`config.mk`:
```
export PLATFORM = sky130hd
export DESIGN_NAME = mmio_uart_tx
export DESIGN_NICKNAME = d
export VERILOG_FILES = /design/src/rtl/mmio_uart_tx_pkg.sv /design/src/rtl/mmio_uart_tx_byte_fifo.sv /design/src/rtl/mmio_uart_tx.sv
export SDC_FILE = /design/constraint.sdc
export NUM_CORES = 1
export LEC_CHECK = 0
export BUFFER_PORTS_ARGS = -buffer_cell sky130_fd_sc_hd__buf_2
export CORE_ASPECT_RATIO = 0.5
export CORE_MARGIN = 4
export CORE_UTILIZATION = 40
export CTS_CLUSTER_DIAMETER = 150
export DETAILED_ROUTE_END_ITERATION = 6
export PLACE_DENSITY = 0.68
export REMOVE_ABC_BUFFERS = 1
export SLEW_MARGIN = 20
export SYNTH_ARGS = -nofsm -noshare
export SYNTH_HDL_FRONTEND = slang
export SYNTH_SLANG_ARGS = --single-unit
export TNS_END_PERCENT = 5
```
`constraint.sdc`:
```
create_clock -name clk -period 3.4 [get_ports clk]
set_clock_uncertainty 0.1 [all_clocks]
set_input_delay 0.17 -clock clk [delete_from_list [all_inputs] [get_ports clk]]
set_output_delay 0.17 -clock clk [all_outputs]
set_load 0.01 [all_outputs]
```
`src/rtl/mmio_uart_tx_pkg.sv`:
```
// mmio_uart_tx_pkg -- shared constants for the memory-mapped UART transmitter.
// Register offsets, STATUS bit positions, FIFO depth and the TX state encoding.
// Build macro MMIO_UART_TX_FIFO_EN selects an 8-entry byte FIFO; without it the
// transmitter has a single holding register.
package mmio_uart_tx_pkg;

  // Register offsets relative to BASE_ADDR
  localparam logic [31:0] TXDATA_OFS = 32'h0;
  localparam logic [31:0] STATUS_OFS = 32'h4;

  // STATUS bit positions
  localparam int STAT_FULL_BIT = 0;
  localparam int STAT_BUSY_BIT = 1;
  localparam int STAT_OVF_BIT  = 2;

`ifdef MMIO_UART_TX_FIFO_EN
  localparam int FIFO_DEPTH = 8;
`else
  localparam int FIFO_DEPTH = 1;
`endif

  typedef enum logic [1:0] {
    ST_IDLE  = 2'd0,
    ST_START = 2'd1,
    ST_DATA  = 2'd2,
    ST_STOP  = 2'd3
  } tx_state_e;

  // Pack the STATUS register image
  function automatic logic [31:0] status_word(input logic ovf, input logic busy,
                                              input logic full);
    logic [31:0] w;
    w = '0;
    w[STAT_OVF_BIT]  = ovf;
    w[STAT_BUSY_BIT] = busy;
    w[STAT_FULL_BIT] = full;
    return w;
  endfunction

endpackage

```
`src/rtl/mmio_uart_tx_byte_fifo.sv`:
```
// byte_fifo -- byte queue feeding the UART shifter.
// DEPTH==1 collapses to a single holding register; larger depths use a ring
// buffer with pointers wrapping modulo DEPTH. A push while full is accepted
// only when a pop happens on the same edge.
module byte_fifo #(
  parameter int DEPTH = 1
) (
  input  logic       clk,
  input  logic       reset,
  input  logic       i_push,
  input  logic       i_pop,
  input  logic [7:0] i_data,
  output logic [7:0] o_data,
  output logic       o_full,
  output logic       o_empty
);

  generate
    if (DEPTH == 1) begin : g_hold
      logic       r_valid;
      logic [7:0] r_data;

      // Holding register: a refill may land on the same edge as the pop
      always_ff @(posedge clk) begin
        if (reset) begin
          r_valid <= 1'b0;
          r_data  <= '0;
        end else if (i_push && (!r_valid || i_pop)) begin
          r_valid <= 1'b1;
          r_data  <= i_data;
        end else if (i_pop) begin
          r_valid <= 1'b0;
        end
      end

      assign o_data  = r_data;
      assign o_full  = r_valid;
      assign o_empty = ~r_valid;
    end else begin : g_ring
      localparam int PTR_W = $clog2(DEPTH);
      localparam int CNT_W = PTR_W + 1;

      logic [7:0]       r_mem [DEPTH];
      logic [PTR_W-1:0] r_wr_ptr;
      logic [PTR_W-1:0] r_rd_ptr;
      logic [CNT_W-1:0] r_count;
      logic             w_do_push;
      logic             w_do_pop;

      function automatic logic [PTR_W-1:0] ptr_inc(input logic [PTR_W-1:0] p);
        return (p == PTR_W'(DEPTH - 1)) ? '0 : p + PTR_W'(1);
      endfunction

      assign o_full    = (r_count == CNT_W'(DEPTH));
      assign o_empty   = (r_count == '0);
      assign w_do_pop  = i_pop & ~o_empty;
      assign w_do_push = i_push & (~o_full | w_do_pop);
      assign o_data    = r_mem[r_rd_ptr];

      // Storage array, written only on an accepted push
      always_ff @(posedge clk) begin
        if (w_do_push) r_mem[r_wr_ptr] <= i_data;
      end

      // Pointers and occupancy count
      always_ff @(posedge clk) begin
        if (reset) begin
          r_wr_ptr <= '0;
          r_rd_ptr <= '0;
          r_count  <= '0;
        end else begin
          if (w_do_push) r_wr_ptr <= ptr_inc(r_wr_ptr);
          if (w_do_pop)  r_rd_ptr <= ptr_inc(r_rd_ptr);
          case ({w_do_push, w_do_pop})
            2'b10:   r_count <= r_count + CNT_W'(1);
            2'b01:   r_count <= r_count - CNT_W'(1);
            default: r_count <= r_count;
          endcase
        end
      end
    end
  endgenerate

endmodule

```
`src/rtl/mmio_uart_tx.sv`:
```
// mmio_uart_tx -- memory-mapped 8N1 UART transmitter.
// TXDATA at BASE_ADDR pushes a byte; STATUS at BASE_ADDR+4 reads
// {overflow, busy, full} and clears overflow on a write with bit 2 set.
// Build macro MMIO_UART_TX_FIFO_EN gives an 8-entry FIFO, else a holding register.
module mmio_uart_tx
  import mmio_uart_tx_pkg::*;
#(
  parameter logic [31:0] BASE_ADDR = 32'h0000_2000,
  parameter int          BAUD_DIV  = 104
) (
  input  logic        clk,
  input  logic        reset,
  input  logic [31:0] addr,
  input  logic [31:0] write_data,
  input  logic        memwrite,
  input  logic        memread,
  output logic [31:0] read_data,
  output logic        tx_o,
  output logic        busy_o
);

  tx_state_e   r_state;
  tx_state_e   w_state_nxt;
  logic [15:0] r_baud_cnt;
  logic [2:0]  r_bit_idx;
  logic [7:0]  r_shift;
  logic        r_tx;
  logic        r_ovf;

  logic        w_sel_tx;
  logic        w_sel_stat;
  logic        w_push;
  logic        w_pop;
  logic        w_drop;
  logic        w_ovf_clr;
  logic        w_cnt_done;
  logic        w_fifo_full;
  logic        w_fifo_empty;
  logic [7:0]  w_fifo_data;
  logic        w_unused_wdata;

  // Only the low byte of a TXDATA write carries payload
  assign w_unused_wdata = ^write_data[31:8];

  assign w_sel_tx   = (addr == BASE_ADDR + TXDATA_OFS);
  assign w_sel_stat = (addr == BASE_ADDR + STATUS_OFS);
  assign w_push     = memwrite & w_sel_tx & ~reset;
  assign w_drop     = w_push & w_fifo_full & ~w_pop;
  assign w_ovf_clr  = memwrite & w_sel_stat & write_data[STAT_OVF_BIT] & ~reset;
  assign w_cnt_done = (r_baud_cnt == 16'(BAUD_DIV - 1));

  byte_fifo #(.DEPTH(FIFO_DEPTH)) u_fifo (
    .clk     (clk),
    .reset   (reset),
    .i_push  (w_push),
    .i_pop   (w_pop),
    .i_data  (write_data[7:0]),
    .o_data  (w_fifo_data),
    .o_full  (w_fifo_full),
    .o_empty (w_fifo_empty)
  );

  // Next-state and pop decision; STOP chains straight into START when data waits
  always_comb begin
    w_state_nxt = r_state;
    w_pop       = 1'b0;
    case (r_state)
      ST_IDLE: begin
        if (!w_fifo_empty) begin
          w_pop       = 1'b1;
          w_state_nxt = ST_START;
        end
      end
      ST_START: begin
        if (w_cnt_done) w_state_nxt = ST_DATA;
      end
      ST_DATA: begin
        if (w_cnt_done && (r_bit_idx == 3'd7)) w_state_nxt = ST_STOP;
      end
      ST_STOP: begin
        if (w_cnt_done) begin
          if (!w_fifo_empty) begin
            w_pop       = 1'b1;
            w_state_nxt = ST_START;
          end else begin
            w_state_nxt = ST_IDLE;
          end
        end
      end
      default: w_state_nxt = ST_IDLE;
    endcase
  end

  // State register
  always_ff @(posedge clk) begin
    if (reset) r_state <= ST_IDLE;
    else       r_state <= w_state_nxt;
  end

  // Baud timer, bit index, shifter load and registered serial line
  always_ff @(posedge clk) begin
    if (reset) begin
      r_baud_cnt <= '0;
      r_bit_idx  <= '0;
      r_shift    <= '0;
      r_tx       <= 1'b1;
    end else begin
      if (r_state == ST_IDLE || w_cnt_done) r_baud_cnt <= '0;
      else                                  r_baud_cnt <= r_baud_cnt + 16'd1;

      if (r_state == ST_DATA && w_cnt_done) r_bit_idx <= r_bit_idx + 3'd1;

      if (w_pop) r_shift <= w_fifo_data;

      // Line follows the state one cycle later, so every bit lasts BAUD_DIV cycles
      case (r_state)
        ST_START: r_tx <= 1'b0;
        ST_DATA:  r_tx <= r_shift[r_bit_idx];
        default:  r_tx <= 1'b1;
      endcase
    end
  end

  // Sticky overflow; a dropped push beats a same-cycle clear
  always_ff @(posedge clk) begin
    if (reset)          r_ovf <= 1'b0;
    else if (w_drop)    r_ovf <= 1'b1;
    else if (w_ovf_clr) r_ovf <= 1'b0;
  end

  assign tx_o      = r_tx;
  assign busy_o    = (r_state != ST_IDLE) | ~w_fifo_empty;
  assign read_data = (memread && w_sel_stat) ? status_word(r_ovf, busy_o, w_fifo_full)
                                             : 32'h0;

endmodule
```
==> out/qor.csv <==
stage;metric;value;unit
final_layout;P&R area growth vs syn;13.0;%
clocking;clk sinks;40;
power_and_ir_drop;leakage power;0.00103;uW
global_route;largest net degree at the start of global routing;34;
clocking;CTS tree;yes;
detailed_routing;DR iter-0 viols;37;
synth;Seq/Total Area, Yosys;0.358;
synth;warnings from Yosys;0;
worst_setup_path;CP cell instances;or4_4 -> nor4_4 -> a21oi_2 -> or3b_1 -> mux2i_1;
worst_setup_path;Crit path arrival time;2.44;ns
timing;fin crit period;2.37;ns
clocking;clock root buffer;clkbuf_8;
die;Core ar.;5160;um2
placed_design;hpwl dp;3580;um
final_layout;Fillers;490;
timing;# setup viols final;0;
global_route;initial antenna violation count;0;
clocking;post_cts resized;0;
placed_design;port bufs;48;
detailed_routing;DRT Pass-1 Iters;4;
worst_setup_path;Worst Setup End Kind;flip-flop;
clocking;Skew-Pair Late Insertion Delay;0.29;ns
final_layout;NumNets Final;378;
worst_setup_path;critical path class;reg -> reg;
die;Die X-Extent;114;um
global_route;vias in the first global route;1852;
final_layout;most frequent cells in the layout;buf_2, dfxtp_1, conb_1;
clocking;clock buffer depth;2;
synth;syn_area_per_cell;8.78;um2
worst_setup_path;biggest cell delay along the critical path;0.54;ns
global_route;met3 usage;0.0349;
global_route;gr ovfl total;0;
worst_setup_path;CP Launch Type;flip-flop;
clocking;post-CTS setup buffer count;0;
synth;synthesized area;2240;um2
global_route;met2 Use GR;0.274;
timing;relative slew slack;0.573;
detailed_routing;drt wl/cell;12.2;um
timing;fmax;423;MHz
detailed_routing;Detail Route Antenna Nets;0;
global_route;GRT Util Overall;0.139;
run;max-cap check violation count;0;
synth;Post-Synthesis Cells;255;
die;io pins;102;
final_layout;diode count;0;
die;num rows;18;
detailed_routing;Post-Route WL;4550;um
final_layout;share of cells above drive strength 1;0.224;
timing;RSZ-0062 raised after global routing;false;
clocking;hold buffers post-CTS;0;
power_and_ir_drop;Overall Power;1030;uW
timing;Final TNS setup;0;ns
detailed_routing;via/cell ratio;4.92;
timing;fin. max-slew vios;0;
synth;Unique masters post-synth;42;
worst_setup_path;CP max FO;6;
final_layout;non-filler cells, final;373;
placed_design;gpl congestion;0.818;
outcome;outcome;completed;
die;die area;6930;um2
synth;FF+latch count, synth;40;
clocking;clock-pin slew on the worst setup and hold paths;0.08;ns
timing;final hold vios;0;
die;Initial Utilization;0.434;
placed_design;placed instance count;365;
global_route;busiest layer in global routing;met2;
detailed_routing;DRC;0;
power_and_ir_drop;pwr dens;408;nW/um2
timing;worst slew pin tran;0.641;ns
clocking;total CTS buffers;5;
worst_setup_path;slowest CP cell;or4_4;
power_and_ir_drop;Peak VDD IR;0.153;mV
die;die height;60.9;um
final_layout;commonest non-fill, non-tap cell in the layout;buf_2;
detailed_routing;via count;1834;
timing;fin crit share;0.696;
min_path;Hold Crit Class;in -> reg;
worst_setup_path;Crit path required time;3.47;ns
global_route;met1 track demand over resource;0.144;
global_route;first-pass GRT wire length;7650;um
clocking;deepest level of the CTS H-tree;2;
## power by group
group / internal (uW) / switching, uW / leakage, uW
Sequential: 479 / 7.32 / 0.000322
Combinational: 62.8 / 104 / 0.000651
Clock: 218 / 161 / 0.0000552
Total: 759 / 272 / 0.00103
## cell families (layout without fill, tap and decap cells)
logic type                 after synthesis  in the layout  synth area share
adders and majority gates                8              8            0.0447
DFF                                     40             40             0.358
muxes                                   14             14            0.0738
AOI/OAI and AO/OA                       33             33            0.0811
buffers and inverters                   43             63             0.125
and+or+nand+nor                        103            103             0.265
other                                    1             29           0.00168
xor gates and xnor gates                13             13            0.0509
## path summary, 6_finish.rpt
kind                              from                            end  slack, ns  cells after the start
max          r_baud_cnt[10]$_SDFF_PP0_        r_shift[6]$_SDFFE_PP0P_       1.03                      5
min                      write_data[5]  u_fifo.o_data[5]$_SDFFE_PP0P_       0.03                      3
max reg2reg  r_baud_cnt[10]$_SDFF_PP0_        r_shift[6]$_SDFFE_PP0P_       1.03                      5
min reg2reg   r_baud_cnt[0]$_SDFF_PP0_       r_baud_cnt[0]$_SDFF_PP0_       0.36                      1
## layout make-up
class / instances / area (um2) / share of cell area
Inverter: 6 / 22.5 / 0.00891
Clock buffer: 6 / 72.6 / 0.0287
Multi-Input combinational cell: 200 / 1260 / 0.499
Clock inverter: 2 / 35.0 / 0.0139
Sequential cell: 40 / 801 / 0.317
Timing Repair Buffer: 49 / 248 / 0.0980
Tap cell: 70 / 87.6 / 0.0346
## cell usage after synthesis
| library cell | instances | area [um2] |
|---|---|---|
| nand4_1 | 6 | 37.5 |
| nand3_1 | 12 | 60.1 |
| a21oi_1 | 15 | 75.1 |
| mux4_2 | 2 | 45.0 |
| o31ai_1 | 1 | 7.51 |
| buf_4 | 29 | 218 |
| or3b_1 | 1 | 8.76 |
| or4_1 | 1 | 7.51 |
| nand4b_1 | 1 | 8.76 |
| a21o_2 | 1 | 8.76 |
| nor4_4 | 1 | 21.3 |
| or2b_1 | 8 | 60.1 |
| mux2i_1 | 12 | 120 |
| clkbuf_1 | 5 | 18.8 |
| or4_4 | 2 | 22.5 |
| nor2_1 | 24 | 90.1 |
| nor4_1 | 8 | 50.1 |
| conb_1 | 1 | 3.75 |
| and2_1 | 4 | 25.0 |
| ha_1 | 8 | 100 |
| dfxtp_1 | 40 | 801 |
| nand2_1 | 11 | 41.3 |
| nand3b_1 | 1 | 7.51 |
| o21a_1 | 1 | 7.51 |
| nor4b_1 | 1 | 8.76 |
| nor3b_2 | 1 | 12.5 |
| nor3_1 | 3 | 15.0 |
| inv_1 | 6 | 22.5 |
| a311oi_1 | 1 | 8.76 |
| nor2b_1 | 1 | 6.26 |
| buf_6 | 1 | 11.3 |
| or3_2 | 2 | 15.0 |
| xnor2_1 | 5 | 43.8 |
| xor2_1 | 8 | 70.1 |
| or3_1 | 2 | 12.5 |
| and3_2 | 1 | 7.51 |
| nand2b_1 | 9 | 56.3 |
| and3_1 | 2 | 12.5 |
| o21ai_0 | 13 | 65.1 |
| buf_2 | 2 | 10.0 |
| a21oi_2 | 1 | 8.76 |
| or2_2 | 1 | 6.26 |
## per-layer routing
layer | up-vias | routed length [um] | part of all wire
met5 | - | 0 | 0
met4 | 0 | 74 | 0.016
met3 | 9 | 339 | 0.074
li1 | 914 | - | -
met2 | 81 | 2320 | 0.51
met1 | 830 | 1820 | 0.40
## stage by stage
stage           util  area [um2]  hold WS, ns  worst slack (ns)
2_1_floorplan      -        2090        0.139              1.25
3_3_place_gp   0.469        2420        0.330              1.07
3_5_place_dp   0.469        2420        0.333              1.04
4_1_cts        0.490        2530       0.0205              1.01
5_1_grt        0.490        2530       0.0329             0.919
6_report       0.490        2530       0.0307              1.03
## flip-flops by register name, summed over array words and instances, names as in the netlist
signal         count
tx_o               1
r_baud_cnt        16
r_bit_idx          3
u_fifo.o_full      1
r_ovf              1
r_shift            8
r_state            2
u_fifo.o_data      8
## worst max-delay path: cells and delay by family (launching register included)
family / cells / cell delay [ns]
muxes: 1 / 0.15
AOI/OAI and AO/OA: 1 / 0.13
DFF: 1 / 0.36
and+or+nand+nor: 3 / 1.50
Note: power is estimated with default switching activity, not from simulation.
